### config.mk
export PLATFORM = sky130hd
export DESIGN_NAME = flag_pc_unit
export DESIGN_NICKNAME = d
export VERILOG_FILES = /design/src/rtl/flag_pc_unit.sv
export SDC_FILE = /design/constraint.sdc
export NUM_CORES = 1
export LEC_CHECK = 0
export CAP_MARGIN = 20
export CORE_MARGIN = 4
export CORE_UTILIZATION = 50
export CTS_CLUSTER_DIAMETER = 200
export DETAILED_ROUTE_END_ITERATION = 8
export PLACE_DENSITY_LB_ADDON = 0.15
export SETUP_SLACK_MARGIN = 0.15
export SLEW_MARGIN = 20
export SYNTH_ARGS = -nofsm -noshare
export SYNTH_HDL_FRONTEND = slang
export SYNTH_SLANG_ARGS = --single-unit
### constraint.sdc
create_clock -name clk -period 4.7 [get_ports clk]
set_clock_uncertainty 0.05 [all_clocks]
set_input_delay 0.47 -clock clk [delete_from_list [all_inputs] [get_ports clk]]
set_output_delay 0.47 -clock clk [all_outputs]
set_load 0.1 [all_outputs]
### src/rtl/flag_pc_unit.sv
// Flag register and program counter for the single-cycle datapath.
// The unit holds the N/V/Z flags that are fed back to the ALU and produces the next PC.
// The next PC is one of: sequential, PC-relative branch, register branch, or halt.
module flag_pc_unit #(
  parameter logic [15:0] RESET_PC = 16'h0000
) (
  input  logic        clk,
  input  logic        rst_n,
  input  logic        stall,
  input  logic        flag_we,
  input  logic [2:0]  alu_flag,
  input  logic        branch,
  input  logic        branch_reg,
  input  logic [2:0]  cond,
  input  logic [8:0]  imm9,
  input  logic [15:0] reg_target,
  input  logic        halt,
  output logic [2:0]  flag,
  output logic [15:0] pc,
  output logic [15:0] pc_plus2,
  output logic        taken,
  output logic        halted
);

  localparam int unsigned PC_W   = 16;
  localparam int unsigned FLAG_W = 3;
  localparam int unsigned IMM_W  = 9;
  localparam int unsigned EXT_W  = PC_W - IMM_W - 1;

  typedef enum logic {
    ST_RUN    = 1'b0,
    ST_HALTED = 1'b1
  } state_e;

  state_e            state_q, state_d;
  logic [PC_W-1:0]   pc_q, pc_d;
  logic [FLAG_W-1:0] flag_q, flag_d;
  logic              cond_met;
  logic              run;
  logic [PC_W-1:0]   br_off;

  assign run      = (state_q == ST_RUN);
  assign pc_plus2 = pc_q + PC_W'(2);
  assign br_off   = {{EXT_W{imm9[IMM_W-1]}}, imm9, 1'b0};
  assign taken    = run & ~stall & ~halt & branch & cond_met;

  // Branch condition decode against the registered flags (Z=[2], V=[1], N=[0])
  always_comb begin
    cond_met = 1'b0;
    unique case (cond)
      3'b000:  cond_met = ~flag_q[2];
      3'b001:  cond_met = flag_q[2];
      3'b010:  cond_met = ~flag_q[2] & ~flag_q[0];
      3'b011:  cond_met = flag_q[0];
      3'b100:  cond_met = flag_q[2] | ~flag_q[0];
      3'b101:  cond_met = flag_q[0] | flag_q[2];
      3'b110:  cond_met = flag_q[1];
      default: cond_met = 1'b1;
    endcase
  end

  // Next-state, next-PC and flag-capture selection; everything holds unless running unstalled
  always_comb begin
    state_d = state_q;
    pc_d    = pc_q;
    flag_d  = flag_q;
    if (run && !stall) begin
      if (flag_we) begin
        flag_d = alu_flag;
      end
      if (halt) begin
        state_d = ST_HALTED;
      end else if (taken) begin
        pc_d = branch_reg ? reg_target : (pc_plus2 + br_off);
      end else begin
        pc_d = pc_plus2;
      end
    end
  end

  // State, PC and flag registers
  always_ff @(posedge clk or negedge rst_n) begin
    if (!rst_n) begin
      state_q <= ST_RUN;
      pc_q    <= RESET_PC;
      flag_q  <= '0;
    end else begin
      state_q <= state_d;
      pc_q    <= pc_d;
      flag_q  <= flag_d;
    end
  end

  assign pc     = pc_q;
  assign flag   = flag_q;
  assign halted = (state_q == ST_HALTED);

endmodule

==> results of run 1 <==
==> metal layers <==
layer / wire length (um) / global-route usage (%)
met5: 0 / 0
met4: 40 / 4.23
met3: 496 / 4.46
met2: 2980 / 40.2
met1: 2700 / 32.6
==> registers in the layout (all words and copies together), names as in the netlist <==
name / flops
flag: 3
pc: 16
halted: 1
==> cell families (layout without fill, tap and decap cells) <==
kind of cell,count (synthesis),after routing,synth area share (%)
xor gates and xnor gates,24,24,9.63
buffers and inverters,24,90,5.04
and+or+nand+nor,88,88,22.1
DFF,20,20,22.9
muxes,7,7,3.61
adders and majority gates,19,19,11.2
AOI/OAI and AO/OA,85,85,25.4
==> cell usage in the layout, fill, tap and decap left out, types with 6 or more instances in the layout <==
| cell type | count |
|---|---|
| o21ai_0 | 7 |
| nand3_1 | 10 |
| ha_1 | 18 |
| nand2_1 | 29 |
| dfrtp_1 | 20 |
| clkdlybuf4s50_1 | 72 |
| xnor2_2 | 8 |
| xnor2_1 | 8 |
| nor3_1 | 6 |
| a21o_1 | 10 |
| a21oi_1 | 19 |
| inv_1 | 10 |
| nor2_1 | 12 |
| o21ai_1 | 15 |
==> worst max-delay path, cell delays in order, from the launching register on <==
cell             delay (ns)
dfrtp_1                0.51
nand4_1                0.28
nor4_1                 0.69
xor2_2                 0.23
clkdlybuf4s50_1        1.16
==> stage by stage <==
stage	utilization (%)	hold WS, ns	power, mW	std cells
6_report	74.3	0.115	1.33	383
5_1_grt	74.3	0.150	1.40	383
4_1_cts	74.4	0.512	1.33	383
3_5_place_dp	73.1	0.473	1.19	379
3_3_place_gp	73.1	0.478	1.18	379
2_1_floorplan	-	0.124	0.971	267
==> path summary, 6_finish.rpt <==
| kind | from | to | slack, ns | cells after the start |
|---|---|---|---|---|
| worst min register to register | pc[0]$_DFFE_PN0P_ | pc[0]$_DFFE_PN0P_ | 0.51 | 1 |
| max in group asynchronous | rst_n | pc[8]$_DFFE_PN0P_ | 4.15 | 1 |
| worst max-delay path | pc[3]$_DFFE_PN0P_ | pc_plus2[14] | 1.05 | 4 |
| min in group clk | pc[0]$_DFFE_PN0P_ | pc[0]$_DFFE_PN0P_ | 0.51 | 1 |
| worst max register to register | pc[3]$_DFFE_PN0P_ | pc[15]$_DFFE_PN0P_ | 1.45 | 11 |
| worst min-delay path | rst_n | pc[6]$_DFFE_PN0P_ | 0.11 | 1 |
==> synthesized netlist by cell type, drive strengths merged (2+ instances only) <==
library cell	count	area, um2
nand2	31	126
o21ai	22	110
dfrtp	20	500
a21oi	19	95.1
ha	18	225
xnor2	16	140
nor2	12	45.0
a21o	10	75.1
inv	10	37.5
nand3	10	50.1
nor3	8	56.3
xor2	8	70.1
clkbuf	7	26.3
buf	6	41.3
nand4	5	31.3
o211ai	5	37.5
o21a	5	37.5
mux2	4	48.8
nor4	4	31.3
a22oi	3	22.5
a31oi	3	18.8
and4	3	26.3
mux2i	3	30.0
nor2b	3	18.8
or3	3	18.8
a211oi	2	15.0
a31o	2	17.5
a32o	2	21.3
nand2b	2	12.5
nand4b	2	17.5
o31ai	2	15.0
==> cell type report <==
cell class	count	area (um2)
Multi-Input combinational cell	223	1660
Clock buffer	4	55.1
Timing Repair Buffer	75	741
Tap cell	50	62.6
Sequential cell	20	500
Fill cell	331	1060
Inverter	11	42.5
==> power groups by stage <==
| stage | combinational (mW) | clock (mW) | sequential, mW |
|---|---|---|---|
| 2_1_floorplan | 0.533 | 0 | 0.438 |
| 3_3_place_gp | 0.936 | 0 | 0.244 |
| 3_5_place_dp | 0.943 | 0 | 0.249 |
| 4_1_cts | 0.947 | 0.139 | 0.246 |
| 5_1_grt | 1.00 | 0.147 | 0.255 |
| 6_report | 0.944 | 0.138 | 0.247 |
==> impl_metrics.yaml, run 1 <==
status:
  status: "completed"
floorplanning:
  core_um2: 4120
  dieArea_um2: 5490
  rows: 23
  boundaryPins: 75
  die_h_um: 74.1
  die_x_um: 74.1
  initial_utilization_pct: 53.1
pwr:
  switchingPower_uw: 773
  power_frac_clock_pct: 10.4
  max-vdd-ir-drop_v: 0.000366
  p_comb_share_pct: 71.0
  p_sw_share_pct: 58.2
  leakagePower_nw: 1.31
  p_int_uw: 556
  seqPwrFrac_pct: 18.6
  power_density_nw_per_um2: 435
critical_path:
  path_max_fanout: 9
  worstPathRequired_ns: 4.18
  worstPathArrival_ns: 3.13
  endpoint_kind: "primary output"
  cp-start-kind: "flip-flop"
  worstSetupPathType: "reg -> out"
timing:
  tightest_slew_ns: 1.05
  min_period_over_period_pct: 77.6
  slew_viol_final: 0
  slew_headroom_pct: 29.6
  hold_viol: 0
  fin_setup_tns_ns: 0
  fmax_mhz: 274
  setup_ws_ns: 1.05
  fin_crit_ns: 3.65
  rsz0062_at_grt: "false"
  setup_viol: 0
clock_tree:
  cts_resized: 0
  cts_max_level: 1
  clkLatencyLatePin_ns: 0.26
  clock-sinks: 20
  cts_made_buffers: 3
  ctsRootBufferMaster: "clkbuf_8"
  cts_tree: "yes"
  clk_pin_slew_ns: 0.08
  ctsHoldBuffers: 0
  cts_setup_buffers: 0
  cts_max_path_buffers: 2
place:
  hpwl_um: 4870
  dp_slack_ns: 1.38
  place.gp.congestion: 0.821
  portBuffers: 74
  placed_cell_area_um2: 3010
finish:
  syn2layout_area_growth_pct: 40.0
  fin_nets: 391
  stdcell_area_um2: 3060
  diodes: 0
  drive_above_1_share_pct: 9.61
synth:
  synth_ff_type: "dfrtp_1"
  synth_edf_count: 0
  syn_inst: 267
  ys_seq_area_share_pct: 22.9
  ys_warn_count: 0
  syn_area_um2: 2180
  ys_ff_latch: 20
  syn-num-nets: 324
  syn_area_per_cell_um2: 8.18
  synth.distinct_cells: 58
  async_flop_share_pct: 100
global_route:
  grt_overflow: 0
  track_usage_pct: 23.9
  grt_pass1_wl_um: 10400
  grt_antenna_before_repair: 0
  grt_max_degree: 27
  grt_pass1_vias: 2161
detailed_routing:
  num_vias: 2266
  post_drt_wl_per_cell_um: 16.2
  first_pass_iters: 4
  wirelength_um: 6220
  drc: 0
  first_iter_violations: 159
  drt.antenna.violating_nets: 0
  vias_per_cell: 5.92
flow_run:
  drv_cap: 0
hold_path:
  worstHoldPathType: "in -> async"
(Power assumes the default switching activity.)
==> run 2, diff against run 1 <==
--- a/config.mk
+++ b/config.mk
@@ -7,7 +7,7 @@
 export LEC_CHECK = 0
 export CAP_MARGIN = 20
 export CORE_MARGIN = 4
-export CORE_UTILIZATION = 50
+export CORE_UTILIZATION = 42
 export CTS_CLUSTER_DIAMETER = 200
 export DETAILED_ROUTE_END_ITERATION = 8
 export PLACE_DENSITY_LB_ADDON = 0.15
==> constraint.sdc (replaced) <==
create_clock -name clk -period 3 [get_ports clk]
set_clock_uncertainty 0.05 [all_clocks]
set_input_delay 0.3 -clock clk [delete_from_list [all_inputs] [get_ports clk]]
set_output_delay 0.3 -clock clk [all_outputs]
set_load 0.1 [all_outputs]
==> run 2 against run 1 <==
Wire length increased by 17%. Critical path depth rose by 7. Sequential power rose by 68%. Non-clock buffer count is 22 higher. Clock-buffer cell count is 1 lower. Utilization decreased by 1.3 points. Sequential share of layout area decreased by 1.2 points. Sequential cell count is the same. First-iteration DRC count decreased by 3.1%. Final cell count is 10% higher.
==> impl_metrics.yaml, run 2 (synthesis gave the netlist of run 1 again) <==
detailed_routing:
  num_vias: 2420
  drc: 0
  vias_per_cell: 5.73
  post_drt_wl_per_cell_um: 17.3
  drt.antenna.violating_nets: 0
  wirelength_um: 7280
  first_pass_iters: 7
  first_iter_violations: 154
timing:
  fin_crit_ns: 2.84
  fin_setup_tns_ns: 0
  fmax_mhz: 352
  slew_headroom_pct: 44.4
  slew_viol_final: 0
  hold_viol: 0
  rsz0062_at_grt: "true"
  holdWs_ns: 0.481
  setup_viol: 0
  tightest_slew_ns: 0.834
  min_period_over_period_pct: 94.8
global_route:
  grt_pass1_vias: 2327
  grt_max_degree: 23
  grt_pass1_wl_um: 11300
  track_usage_pct: 22.5
  grt_overflow: 0
  grt_antenna_before_repair: 0
clock_tree:
  cts_max_level: 1
  cts_max_path_buffers: 2
  ctsRootBufferMaster: "clkbuf_8"
  cts_made_buffers: 3
  clk_pin_slew_ns: 0.09
  clkLatencyLatePin_ns: 0.27
  cts_tree: "yes"
  clock-sinks: 20
place:
  placed_cell_area_um2: 3350
  placed_cells: 408
  place.gp.congestion: 0.829
  portBuffers: 74
  hpwl_um: 5570
floorplanning:
  die_x_um: 80.1
  core_um2: 4880
  rows: 25
  dieArea_um2: 6420
  boundaryPins: 75
  die_h_um: 80.1
  initial_utilization_pct: 44.7
finish:
  drive_above_1_share_pct: 35.5
  largest_reg_flops: 16
  multi_input_area_um2: 1960
  seq_area_um2: 539
  stdcell_area_um2: 3560
  fin_cells: 422
  fin_nets: 413
  diodes: 0
  syn2layout_area_growth_pct: 63.1
  layout_commonest_cell: "buf_4"
  nFillCells: 385
  postLayoutCoreUtil_pct: 73.0
  mostFrequentLayoutCells: "55 x buf_4, 36 x clkdlybuf4s50_1, 26 x nand2_1"
critical_path:
  cp-start-kind: "flip-flop"
  worstSetupPathType: "reg -> reg"
  worstPathRequired_ns: 3.10
  reg2reg_depth: 11
  endpoint_kind: "flip-flop"
  path_max_fanout: 5
  worstPathArrival_ns: 2.95
pwr:
  power_density_nw_per_um2: 655
  max-vdd-ir-drop_v: 0.000886
  leakagePower_nw: 1.54
flow_run:
  drv_cap: 0
hold_path:
  worstHoldPathType: "in -> async"
status:
  status: "completed"
## run 2: cell count changes in the layout (fill, tap and decap cells not counted), sizes merged
cell	delta
buf	+57
bufinv	+1
dlygate4sd3	+1
clkbuf	-1
clkdlybuf4s50	-36
## run 2: repair_timing
| item | in CTS | in global routing |
|---|---|---|
| setup buffers | 1 | 8 |
| pin swaps | 1 | 8 |
| hold endpoints to repair | 0 | 18 |
| hold buffers | 0 | 1 |
| gates cloned | 0 | 0 |
| endpoints found under the setup margin | 2 | 4 |
| resized for setup | 0 | 13 |
## run 2: power breakdown
| part | leakage (nW) | internal, mW | total (mW) | switching [mW] |
|---|---|---|---|---|
| sequential | 0.231 | 0.330 | 0.415 | 0.0848 |
| combinational | 1.27 | 0.528 | 1.63 | 1.10 |
| clock | 0.0357 | 0.179 | 0.286 | 0.108 |
## run 2: layer usage
metal | track usage [%] | routed length (um)
met1 | 30.4 | 3210
met2 | 36.9 | 3520
met3 | 3.48 | 476
met4 | 6.59 | 72
met5 | 0 | 0
## run 2: cell type report
type | instances | share of cell area, %
flip-flops and latches | 20 | 15.1
inverters | 11 | 1.19
well taps | 67 | 2.35
clock buffers | 3 | 1.16
multi-input cells | 223 | 54.9
clock inverters | 1 | 0.843
repair buffers | 97 | 24.4
## run 2: through the flow
step,setup slack (ns),power [mW]
final,0.155,2.33
after global routing,0.0581,2.45
after CTS,0.159,2.28
after detailed placement,0.0946,1.99
after global placement,0.188,1.97
after floorplan,-0.551,1.64
## run 2: final timing paths
| check | slack, ns | startpoint | to |
|---|---|---|---|
| setup / recovery | 0.16 | pc[6]$_DFFE_PN0P_ | pc[14]$_DFFE_PN0P_ |
| hold / removal | 0.48 | rst_n | flag[2]$_DFFE_PN0P_ |
| setup reg to reg | 0.16 | pc[6]$_DFFE_PN0P_ | pc[14]$_DFFE_PN0P_ |
| hold reg to reg | 0.51 | flag[1]$_DFFE_PN0P_ | flag[1]$_DFFE_PN0P_ |
| max in group asynchronous | 1.99 | rst_n | pc[0]$_DFFE_PN0P_ |
| min in group clk | 0.51 | flag[1]$_DFFE_PN0P_ | flag[1]$_DFFE_PN0P_ |
## run 2: critical path: stages, from the launching register on
cell and delay [ns]:
dfrtp_4 0.48, and4_4 0.26, nand2_4 0.05, or3_4 0.39, xnor2_4 0.23, ha_4 0.24, a21o_1 0.15, a21o_1 0.17
a22o_1 0.21, a211oi_2 0.24, xor2_1 0.18, a21oi_1 0.08
